`src/rtl/mux_scan_serializer_pkg.sv`:
```
// Shared types and constants for the 4-bit mux-scan serializer.
package mux_scan_serializer_pkg;

  typedef enum logic [1:0] {
    IDLE  = 2'd0,
    SHIFT = 2'd1,
    PAR   = 2'd2
  } state_t;

  localparam logic [1:0] SEL_FIRST_LSB = 2'd0;
  localparam logic [1:0] SEL_LAST_LSB  = 2'd3;
  localparam int         WORD_W        = 4;

  function automatic logic even_parity(input logic [WORD_W-1:0] w);
    return ^w;
  endfunction

endpackage

```
`src/rtl/mux_scan_serializer_multiplexer4x1.sv`:
```
// 4:1 bit multiplexer: picks w[sel] combinationally.
module multiplexer4x1
  import mux_scan_serializer_pkg::*;
(
  input  logic [WORD_W-1:0] w,
  input  logic [1:0]        sel,
  output logic              y
);

  always_comb begin
    y = w[0];
    case (sel)
      2'd0: y = w[0];
      2'd1: y = w[1];
      2'd2: y = w[2];
      2'd3: y = w[3];
      default: y = w[0];
    endcase
  end

endmodule

```
`src/rtl/mux_scan_serializer.sv`:
```
// Parallel-to-serial converter: a word register scanned by a select counter through a 4:1 mux.
// Optional trailing even-parity bit when MUX_SCAN_PARITY_EN is defined.
module mux_scan_serializer
  import mux_scan_serializer_pkg::*;
#(
  parameter bit LSB_FIRST = 1'b1
) (
  input  logic              clk,
  input  logic              rst_n,
  input  logic              in_valid,
  output logic              in_ready,
  input  logic [WORD_W-1:0] in_data,
  output logic              ser_out,
  output logic              ser_valid,
  input  logic              ser_ready,
  output logic              ser_last,
  output logic              busy
);

  localparam logic [1:0] SEL_START = LSB_FIRST ? SEL_FIRST_LSB : SEL_LAST_LSB;
  localparam logic [1:0] SEL_FINAL = LSB_FIRST ? SEL_LAST_LSB  : SEL_FIRST_LSB;

  state_t            state, state_nxt;
  logic [WORD_W-1:0] word, word_nxt;
  logic [1:0]        sel, sel_nxt;
  logic              mux_bit;
  logic              final_bit;

  function automatic logic [1:0] sel_step(input logic [1:0] s);
    return LSB_FIRST ? s + 2'd1 : s - 2'd1;
  endfunction

  multiplexer4x1 u_mux (
    .w   (word),
    .sel (sel),
    .y   (mux_bit)
  );

  assign final_bit = (state == SHIFT) && (sel == SEL_FINAL);
  assign busy      = (state != IDLE);

  always_comb begin
    state_nxt = state;
    sel_nxt   = sel;
    word_nxt  = word;
    in_ready  = 1'b0;
    ser_valid = 1'b0;
    ser_last  = 1'b0;
    ser_out   = mux_bit;
    case (state)
      IDLE: in_ready = 1'b1;
      SHIFT: begin
        ser_valid = 1'b1;
`ifdef MUX_SCAN_PARITY_EN
        if (ser_ready) begin
          if (final_bit) begin
            state_nxt = PAR;
            sel_nxt   = SEL_START;
          end else begin
            sel_nxt = sel_step(sel);
          end
        end
`else
        ser_last = final_bit;
        // Final bit with downstream ready frees the word slot for a zero-bubble reload.
        in_ready = final_bit && ser_ready;
        if (ser_ready) begin
          if (final_bit) begin
            state_nxt = IDLE;
            sel_nxt   = SEL_START;
          end else begin
            sel_nxt = sel_step(sel);
          end
        end
`endif
      end
`ifdef MUX_SCAN_PARITY_EN
      PAR: begin
        ser_valid = 1'b1;
        ser_last  = 1'b1;
        ser_out   = even_parity(word);
        in_ready  = ser_ready;
        if (ser_ready) state_nxt = IDLE;
      end
`endif
      default: state_nxt = IDLE;
    endcase
    // Acceptance overrides the end-of-word return to IDLE.
    if (in_valid && in_ready) begin
      word_nxt  = in_data;
      sel_nxt   = SEL_START;
      state_nxt = SHIFT;
    end
  end

  always_ff @(posedge clk or negedge rst_n) begin
    if (!rst_n) begin
      state <= IDLE;
      word  <= '0;
      sel   <= SEL_START;
    end else begin
      state <= state_nxt;
      word  <= word_nxt;
      sel   <= sel_nxt;
    end
  end

endmodule
```
`config.mk`:
```
export PLATFORM = sky130hd
export DESIGN_NAME = mux_scan_serializer
export DESIGN_NICKNAME = d
export VERILOG_FILES = /design/src/rtl/mux_scan_serializer_pkg.sv /design/src/rtl/mux_scan_serializer_multiplexer4x1.sv /design/src/rtl/mux_scan_serializer.sv
export SDC_FILE = /design/constraint.sdc
export NUM_CORES = 1
export LEC_CHECK = 0
export CAP_MARGIN = 20
export CORE_AREA = 2 2 39 41
export DETAILED_ROUTE_END_ITERATION = 8
export DIE_AREA = 0 0 41 43
export HOLD_SLACK_MARGIN = 0.03
export PLACE_DENSITY_LB_ADDON = 0.15
export SKIP_CTS_REPAIR_TIMING = 1
export SYNTH_ARGS = -nofsm -noshare
export SYNTH_HDL_FRONTEND = slang
export SYNTH_SLANG_ARGS = --single-unit
```
`constraint.sdc`:
```
create_clock -name clk -period 1.76 [get_ports clk]
set_clock_uncertainty 0.15 [all_clocks]
set_input_delay 0.44 -clock clk [delete_from_list [all_inputs] [get_ports clk]]
set_output_delay 0.44 -clock clk [all_outputs]
set_load 0.01 [all_outputs]
```
==> results of run 1 <==
==> synthesized netlist by cell type, drive strengths merged <==
| library cell | count |
|---|---|
| dfrtp | 7 |
| mux2 | 5 |
| ha | 4 |
| inv | 3 |
| o21ai | 2 |
| a21bo | 1 |
| a222oi | 1 |
| and2 | 1 |
| buf | 1 |
| mux2i | 1 |
| nand2 | 1 |
| nand4b | 1 |
| nor2b | 1 |
| nor3b | 1 |
| o31ai | 1 |
| or2b | 1 |
==> worst max-delay path: cells and delay by family, from the launching register on <==
| family | cells | cell delay (ns) |
|---|---|---|
| DFF | 1 | 0.39 |
| muxes | 1 | 0.11 |
| adders and majority gates | 1 | 0.14 |
| AOI/OAI and AO/OA | 1 | 0.27 |
| buffers and inverters | 3 | 0.31 |
==> path summary, 6_finish.rpt <==
| path | end | slack (ns) |
|---|---|---|
| setup / recovery | ser_out | -0.30 |
| hold / removal | word[1] | 0.30 |
| setup reg to reg | word[2] | 0.02 |
| hold reg to reg | word[0] | 0.37 |
| max in group asynchronous | word[2] | 0.92 |
| min in group clk | word[0] | 0.37 |
==> final cells by class <==
type	count	area, um2	share of cell area, %
inverter	3	13.8	2.01
timing repair buffer	22	206	30.2
sequential	7	175	25.6
multi-input combinational	21	241	35.3
clock buffer	4	26.3	3.85
tap	16	20.0	2.93
==> cells in the final DEF (no fill, tap or decap), drive strengths merged <==
cell type,count
buf,12
clkdlybuf4s50,7
dfrtp,7
mux2,5
clkbuf,4
ha,4
dlymetal6s2s,3
inv,3
o21ai,2
a21bo,1
and2,1
a222oi,1
mux2i,1
nor3b,1
nor2b,1
o31ai,1
nand2,1
or2b,1
nand4b,1
==> logic make-up (layout without fill, tap and decap cells) <==
| group | Yosys count | after routing | synth area share [%] |
|---|---|---|---|
| mux | 6 | 6 | 19.5 |
| fa+ha+maj | 4 | 4 | 12.0 |
| simple gates | 6 | 6 | 11.7 |
| flops | 7 | 7 | 41.9 |
| compound gates | 5 | 5 | 10.5 |
| buf+inv | 4 | 29 | 4.49 |
==> where the power goes <==
| part | internal [mW] | switching, mW |
|---|---|---|
| Combinational | 0.352 | 0.199 |
| Clock | 0.0865 | 0.0592 |
| Sequential | 0.234 | 0.0580 |
| Total | 0.673 | 0.316 |
==> flip-flops by register name (all words and copies together), names as in the netlist <==
signal and count:
word 4, state 1, sel 2
==> per-layer routing <==
metal	vias up	share of wire, %	global-route usage [%]
met5	-	0	0
met4	0	1.7	8.00
met3	2	4.5	4.71
met2	10	49	17.2
met1	158	44	15.6
li1	161	-	-
==> through the flow <==
stage	cells	setup TNS [ns]	hold slack, ns	total power [mW]	utilization [%]
3_3_place_gp	68	-1.63	0.347	0.794	44.7
5_1_grt	73	-1.02	0.319	1.07	49.4
4_1_cts	72	-2.15	0.301	0.968	46.6
6_report	73	-0.593	0.300	0.989	49.4
2_1_floorplan	32	0	-0.00559	0.548	-
3_5_place_dp	68	-1.74	0.368	0.812	44.7
==> out/results.ini, run 1 <==
[run_status]
status = complete, but fails checks
violations = setup timing

[clocking]
h-tree-depth = 1
clock-sinks = 7
clk_pin_slew_ns = 0.05
numCtsBuffers = 3
cts_root_buf = clkbuf_4
cts_tree = built
clkLatencyLatePin_ns = 0.25
clockBufferDepth = 2

[synth]
yosysSeqAreaShare_pct = 41.9
synth.net_count = 44
syn_inst = 32
yosys_warnings = 0
synthTopCellsByArea = dfrtp_1 (42%), mux2_4 (14%), ha_1 (12%)
yosys_register_bits = 7
synth_top_cell_area_share_pct = 41.9
yosys.area.top_type = dfrtp_1
netlist_area_um2 = 418
synth_cell_type_count = 17
syn_area_per_cell_um2 = 13.1

[detailed_routing]
routed_wl_um = 841
ant_nets = 0
drc = 0
wl_per_cell_um = 11.5
vias_per_cell = 4.53
drtPass1Iterations = 4
via_count = 331
drt_iter0_markers = 2

[timing]
worstMarginPinSlew_ns = 0.323
setup_viol = 3
period_share_pct = 117
max_freq_mhz = 485
finalWorstSetupSlack_ns = -0.300
rsz0062_at_grt = yes
relSlewSlack_pct = 78.4
fin_crit_ns = 2.06
finalMaxSlewViolations = 0
finalHoldViolCount = 0

[power_and_ir_drop]
power_per_cell_area_nw_per_um2 = 1450
peakVddDrop_mv = 0.613
static-leakage-power_nw = 0.338

[critical_path]
crit_path_max_incr_delay_ns = 0.39
crit_path_cell_trace = buf_6 -> inv_4 -> ha_4 -> a222oi_1 -> mux2i_1 -> buf_2
cp_data_arrival_time_ns = 1.47
cp.required_ns = 1.17
crit_slowest_cell = dfrtp_1
critical_path_class = reg -> out
critPathMaxFanout = 3
end_kind = output pin
startpoint_type = register
r2r_cells = 6
cp-startpoint = sel[0]
r2r_start = sel[1]

[layout]
antenna-diode-count = 0
n_fill_cell = 134
fin_area_um2 = 683
drive_gt1_share_pct = 47.4
final_nets = 70
syn2layout_area_growth_pct = 63.5

[floorplanning]
start_util_pct = 30.2
pin_count = 13
dieArea_um2 = 1760
die_w_um = 41
rows = 14
dieHeight_um = 43
coreArea_um2 = 1380

[grt]
grt_pass1_vias = 324
grt_util_all_layers_pct = 12.5
grt_pass1_wl_um = 1420
grt_overflow = 0
antenna_found_initial = 0
grt_max_degree = 8

[run]
drv_cap = 0

[place]
globalplace.congestion = 0.645
post-place-ws_ns = -0.445
io_buffers = 12
hpwl_um = 676
place_area_um2 = 618

[hold_path]
worstHoldPathType = in -> async

(Power assumes the default switching activity.)
==> run 2: changes to the inputs <==
--- a/config.mk
+++ b/config.mk
@@ -15,3 +15,4 @@
 export SYNTH_ARGS = -nofsm -noshare
 export SYNTH_HDL_FRONTEND = slang
 export SYNTH_SLANG_ARGS = --single-unit
+export TNS_END_PERCENT = 50
==> results of run 2 <==
Same layout as run 1: the final DEF is identical, and so are final timing and power.
